===== src/rtl/memory_arbiter.sv =====
// memory_arbiter: multiplexes the core's instruction and data request ports onto one
// memory bus, holding one captured request at a time with round-robin on contention.
module memory_arbiter (
  input  logic        clk,
  input  logic        rst,
  input  logic        imemory_valid,
  input  logic        imemory_instr,
  input  logic [31:0] imemory_addr,
  input  logic [31:0] imemory_wdata,
  input  logic [3:0]  imemory_wstrb,
  output logic [31:0] imemory_rdata,
  output logic        imemory_ready,
  input  logic        dmemory_valid,
  input  logic        dmemory_instr,
  input  logic [31:0] dmemory_addr,
  input  logic [31:0] dmemory_wdata,
  input  logic [3:0]  dmemory_wstrb,
  output logic [31:0] dmemory_rdata,
  output logic        dmemory_ready,
  output logic        memory_valid,
  output logic        memory_instr,
  output logic [31:0] memory_addr,
  output logic [31:0] memory_wdata,
  output logic [3:0]  memory_wstrb,
  input  logic [31:0] memory_rdata,
  input  logic        memory_ready
);

  localparam logic [1:0] ST_IDLE   = 2'd0;
  localparam logic [1:0] ST_BUSY_I = 2'd1;
  localparam logic [1:0] ST_BUSY_D = 2'd2;
  localparam logic       PORT_I    = 1'b0;
  localparam logic       PORT_D    = 1'b1;

  logic [1:0]  r_state;
  logic [1:0]  w_state_nxt;
  logic        r_last;
  logic        r_instr;
  logic [31:0] r_addr;
  logic [31:0] r_wdata;
  logic [3:0]  r_wstrb;
  logic        w_grant_i;
  logic        w_grant_d;
  logic        w_busy;

  assign w_busy = (r_state == ST_BUSY_I) || (r_state == ST_BUSY_D);

  // Grant decision: fresh arbitration in IDLE, direct handover to the other port on completion
  always_comb begin
    w_grant_i = 1'b0;
    w_grant_d = 1'b0;
    case (r_state)
      ST_IDLE: begin
        if (imemory_valid && dmemory_valid) begin
          if (r_last == PORT_I) begin
            w_grant_d = 1'b1;
          end else begin
            w_grant_i = 1'b1;
          end
        end else if (imemory_valid) begin
          w_grant_i = 1'b1;
        end else if (dmemory_valid) begin
          w_grant_d = 1'b1;
        end else begin
          w_grant_i = 1'b0;
          w_grant_d = 1'b0;
        end
      end
      // The finishing port's valid still belongs to the old request, so only the other port may win
      ST_BUSY_I: begin
        if (memory_ready && dmemory_valid) begin
          w_grant_d = 1'b1;
        end else begin
          w_grant_d = 1'b0;
        end
      end
      ST_BUSY_D: begin
        if (memory_ready && imemory_valid) begin
          w_grant_i = 1'b1;
        end else begin
          w_grant_i = 1'b0;
        end
      end
      default: begin
        w_grant_i = 1'b0;
        w_grant_d = 1'b0;
      end
    endcase
  end

  // Next-state selection; an unknown encoding falls back to IDLE
  always_comb begin
    w_state_nxt = r_state;
    if (w_grant_i) begin
      w_state_nxt = ST_BUSY_I;
    end else if (w_grant_d) begin
      w_state_nxt = ST_BUSY_D;
    end else if (!w_busy) begin
      w_state_nxt = ST_IDLE;
    end else if (memory_ready) begin
      w_state_nxt = ST_IDLE;
    end else begin
      w_state_nxt = r_state;
    end
  end

  // State, round-robin pointer and holding register
  always_ff @(posedge clk) begin
    if (!rst) begin
      r_state <= ST_IDLE;
      r_last  <= PORT_I;
      r_instr <= 1'b0;
      r_addr  <= 32'h0000_0000;
      r_wdata <= 32'h0000_0000;
      r_wstrb <= 4'h0;
    end else begin
      r_state <= w_state_nxt;
      if (w_grant_i) begin
        r_last  <= PORT_I;
        r_instr <= imemory_instr;
        r_addr  <= imemory_addr;
        r_wdata <= imemory_wdata;
        r_wstrb <= imemory_wstrb;
      end else if (w_grant_d) begin
        r_last  <= PORT_D;
        r_instr <= dmemory_instr;
        r_addr  <= dmemory_addr;
        r_wdata <= dmemory_wdata;
        r_wstrb <= dmemory_wstrb;
      end else begin
        r_last  <= r_last;
        r_instr <= r_instr;
        r_addr  <= r_addr;
        r_wdata <= r_wdata;
        r_wstrb <= r_wstrb;
      end
    end
  end

  assign memory_valid  = w_busy;
  assign memory_instr  = r_instr;
  assign memory_addr   = r_addr;
  assign memory_wdata  = r_wdata;
  assign memory_wstrb  = r_wstrb;

  // Responses reach only the owning port; everything else reads zero
  assign imemory_ready = (r_state == ST_BUSY_I) && memory_ready;
  assign dmemory_ready = (r_state == ST_BUSY_D) && memory_ready;
  assign imemory_rdata = imemory_ready ? memory_rdata : 32'h0000_0000;
  assign dmemory_rdata = dmemory_ready ? memory_rdata : 32'h0000_0000;

endmodule

===== config.mk =====
export PLATFORM = sky130hd
export DESIGN_NAME = memory_arbiter
export DESIGN_NICKNAME = d
export VERILOG_FILES = /design/src/rtl/memory_arbiter.sv
export SDC_FILE = /design/constraint.sdc
export NUM_CORES = 1
export LEC_CHECK = 0
export CORE_AREA = 8 8 116 118
export CTS_CLUSTER_SIZE = 25
export DETAILED_ROUTE_END_ITERATION = 8
export DIE_AREA = 0 0 124 126
export PLACE_DENSITY = 0.81
export SETUP_SLACK_MARGIN = 0.4
export SKIP_LAST_GASP = 1
export SLEW_MARGIN = 20
export SYNTH_ARGS = -nofsm -noshare
export SYNTH_HDL_FRONTEND = slang
export SYNTH_SLANG_ARGS = --single-unit

===== constraint.sdc =====
create_clock -name clk -period 2.65 [get_ports clk]
set_input_delay 0.265 -clock clk [delete_from_list [all_inputs] [get_ports clk]]
set_output_delay 0.265 -clock clk [all_outputs]
set_load 0.1 [all_outputs]

# Yosys cells after proc, flatten, opt, wreduce, memory -nomap -nowiden
# Cells that the tools add are included.
[word_totals] register_bits=72 in_bits=175 output_inout_bits=136 elab_cells=46
[classes] n_eq_ne=4 n_mux=25 bitwise_logic=1 n_reduce_logical=9
[ops] operator="two-way mux 32 bit" n=6
[ops] operator="two-way mux 1 bit" n=12
[ops] operator="two-way mux 4 bit" n=2
[ops] operator="two-way mux 2 bit" n=3
[ops] operator="logical AND 1 bit" n=5
[ops] operator="inequality test 4 x 1 -> 1 bit (second input constant)" n=1
[ops] operator="one-hot mux 1 bit (2 select lines)" n=2
[ops] operator="inequality test 3 x 1 -> 1 bit (second input constant)" n=1
[ops] operator="== test 2 x 1 -> 1 bit (second input constant)" n=1
[ops] operator="== test 2 bit (second input constant)" n=1
[ops] operator="zero test 2 bit" n=1
[ops] operator="nonzero test 2 bit" n=1
[ops] operator="OR reduction 2 bit" n=1
[ops] operator="logical OR 1 bit" n=1
[ops] operator="NOT 1 bit" n=1

# Longest topological paths before layout
[logic_depth] ltp_word=6 mapped_depth=8 depth_no_buf=6

# Worst setup path after synthesis
# No wires, ideal clock.
[synth_timing] path_type="reg2reg" from="reg r_state[1]" to="reg r_addr[0] (netlist: memory_addr[0])" setup_ps=74 t_arrival_ps=2169 required_time_ps=2576 path_slack_ps=407 stages_incl_launch_ff=9 n_path_buf=2 period_less_slack_ps=2243 path_cell_list="dfxtp_1 inv_1 ha_1 and2_1 o21a_1 buf_2 buf_2 nand2_1 a31oi_1"
[synth_via] elab_chain_len=3 elab_cells_between_ends=7 classes_between="2 x eq/ne; 3 x mux; 2 x reduce/logical"
[synth_lines] item="start: declaration" line="35" rtl="logic [1:0] r_state;"
[synth_lines] item="start signal: assignment" line="117" rtl="r_state <= w_state_nxt;"
[synth_lines] item="== test 2 bit (tied with other cells)" line="52" rtl="case (r_state)"
[synth_lines] item="one-hot mux 1 bit (2 select lines)" line="52"
[synth_lines] item="two-way mux 32 bit or nonzero test 2 bit (tied branches)"
[synth_lines] item="end signal: assignment" line="121" rtl="r_addr <= imemory_addr;"
[synth_lines] item="end signal: assignment" line="127" rtl="r_addr <= dmemory_addr;"
[synth_lines] item="end signal: assignment" line="133" rtl="r_addr <= r_addr;"
[synth_lines] item="end: declaration" line="39" rtl="logic [31:0] r_addr;"
# Several ways; a longest one is shown, not always the timed one.
# A chain may end at the register's enable or synchronous reset.

# Worst setup path in the final report
[layout_timing] from="reg r_state[0]" to="out dmemory_rdata[2]"
[layout_via] elab_chain_len=3
[layout_lines] item="== test 2 bit" line="148" rtl="assign dmemory_ready = (r_state == ST_BUSY_D) && memory_ready;"
[layout_lines] item="logical AND 1 bit" line="148"
[layout_lines] item="two-way mux 32 bit" line="150" rtl="assign dmemory_rdata = dmemory_ready ? memory_rdata : 32'h0000_0000;"
[layout_lines] item="end: declaration" line="18" rtl="output logic [31:0] dmemory_rdata,"
# Every way passes these cells.

==> impl_metrics.ini <==
[outcome]
status = complete, no violations

[timing]
grt_setup_unrepaired = no
max_slew_margin = 0.6757
period_needed_ns = 2.060
finalMaxSlewViolations = 0
setup_viol = 0
fmax_mhz = 485.5
period_share = 0.7772
hold_viol = 0
tightest_slew_ns = 0.4821
hold_ws_ns = 0.4380
fin_skew_ns = 0.005807
fin_tns_setup_ns = 0

[die]
num_io_pins = 311
die-area_sq_um = 15620
start_util = 0.3189
core-area_sq_um = 11710
die_w_um = 124
placementRows = 40
die_h_um = 126

[setup_path]
cp-end-kind = output pin
startpoint_type = flip-flop
crit_fanout = 32
rr_worst_depth = 7
cp.depth = 5
cp_top_family = buffers and inverters
critPathCapture = dmemory_rdata[2]
r2r_start = r_state[0]$_SDFFE_PN0P_
startpoint = r_state[0]$_SDFFE_PN0P_
path_cells = inv_1, ha_1, buf_4, and3_1, buf_12
r2r_end = memory_addr[17]$_SDFFE_PN0P_
slowest_stage = dfxtp_1
critPathMaxStageDelay_ns = 0.33
crit_arrival_ns = 1.79
path_buf_inv = 3
cp.required_ns = 2.38
r2r_setup_slack_ns = 0.61
path_class = flip-flop to output pin

[layout]
nets = 948
layout_common_cells = clkdlybuf4s50_1, nand2_1, buf_4
final_util = 0.6606
n_antenna_cell = 0
final_common_cell = clkdlybuf4s50_1
area_growth_pct = 107.1
drive_above_1_share = 0.2196

[logic_synthesis]
synth_nets = 673
synth_top_area_cell = dfxtp_1
syn_area_sq_um = 3735
synth_warnings = 0
synth_cells = 494
synth.distinct_cells = 26
synth_area_per_cell_sq_um = 7.560
synth-seq-cells = 72
synth_top_area_frac = 0.3859
netlist_top_cells_area = dfxtp_1, nand2_1, o31ai_1, a31oi_1, and3_1
yosysSeqAreaShare = 0.3859

[grt]
overflow = 0
grt_pass1_wl_um = 27010
grt_pass1_vias = 4844
track_usage = 0.2169
grt_max_degree = 72
grt_antenna_before_repair = 0

[route]
ant_nets = 0
wirelength_um = 18090
wl_per_cell_um = 19.65
vias = 4909
drc = 0
drt_iter0_drc = 413
via_per_inst = 5.330
dr.pass1.iters = 5

[pwr]
ir_drop_v = 0.0006558
p_per_area_nw_per_um2 = 797.5
p_leak_nw = 3.257

[clock_tree]
cts_buffers = 9
cts-root-buf = clkbuf_16
cts_resized = 0
cts_tree = built
htreeDepth = 3
clkSinkCount = 72
clkLatencyLatePin_ns = 0.32
clk_pin_slew_ns = 0.06
post-cts-setup-buffers = 0
cts_hold_buf = 0
cts_buffer_depth = 2

[min_path]
min_path_type = primary input to flip-flop

[placed_design]
io_buffers = 310
place_congestion = 0.8286
dpl.hpwl_um = 13650

[flow_run]
drv_cap = 0
-- cell families after synthesis --
logic type / after synthesis / synth area share
and+or+nand+nor: 211 / 0.2590
AOI/OAI and AO/OA: 147 / 0.2730
buffers and inverters: 60 / 0.06868
adders and majority gates: 4 / 0.01340
DFF: 72 / 0.3859
-- worst min-delay path, cell delays in order --
cell and delay [ns]:
buf_2 0.11, buf_12 0.19, o31ai_1 0.10, a31oi_1 0.04
-- area by class of cell --
cell class / instances / area (sq um)
multi-input combinational: 362 / 2057
timing repair buffer: 322 / 3724
clock inverter: 5 / 80.08
inverter: 2 / 7.507
clock buffer: 11 / 242.7
sequential: 72 / 1441
tap: 147 / 183.9
fill: 944 / 3975
-- how the worst min path moves through the flow --
stage / endpoint / slack (ns) / cells past startpoint / start
after global routing: memory_addr[5]$_SDFFE_PN0P_ / 0.45 / 4 / rst
after floorplan: memory_addr[10]$_SDFFE_PN0P_ / 0.42 / 2 / dmemory_addr[10]
final: memory_addr[10]$_SDFFE_PN0P_ / 0.44 / 4 / rst
after detailed placement: memory_wdata[13]$_SDFFE_PN0P_ / 0.46 / 2 / memory_wdata[13]$_SDFFE_PN0P_
after global placement: memory_addr[4]$_SDFFE_PN0P_ / 0.45 / 2 / memory_addr[4]$_SDFFE_PN0P_
after CTS: memory_addr[9]$_SDFFE_PN0P_ / 0.45 / 4 / rst
-- per-stage QoR --
stage               power (mW)  cell area [sq um]  instances  setup WS [ns]
floorplan                3.876               3735        494         0.4067
global placement         4.839               7413        905         0.6923
detailed placement       4.892               7413        905         0.5345
CTS                      6.201               7736        921         0.5719
global route             6.383               7736        921         0.4817
finish                   6.170               7736        921         0.5904
-- synthesized netlist by cell type, drive strengths merged --
cell type and count:
a21boi 2, a21oi 2, a31oi 69, and2 2, and3 64, buf 23
clkbuf 35, dfxtp 72, ha 4, inv 2, nand2 138, nand2b 1
nand3 1, nor2 3, nor2b 1, o21a 2, o21ai 3, o31ai 69
or2 1
-- power breakdown --
part	leakage [nW]	switching (mW)	internal (mW)
Sequential	0.596	0.119	1.30
Combinational	2.51	2.56	0.889
Clock	0.152	0.453	0.848
-- per-layer routing --
layer | global-route usage | share of wire | routed length, um
met1 | 0.2365 | 0.36 | 6586
met2 | 0.3960 | 0.53 | 9638
met3 | 0.05451 | 0.080 | 1449
met4 | 0.06793 | 0.023 | 420
met5 | 0 | 0 | 0
-- flip-flops by register name, summed over array words and instances (netlist names) --
| name | cells |
|---|---|
| r_state | 2 |
| memory_wstrb | 4 |
| memory_instr | 1 |
| r_last | 1 |
| memory_addr | 32 |
| memory_wdata | 32 |
No activity file was read; power rests on OpenSTA's default activity.
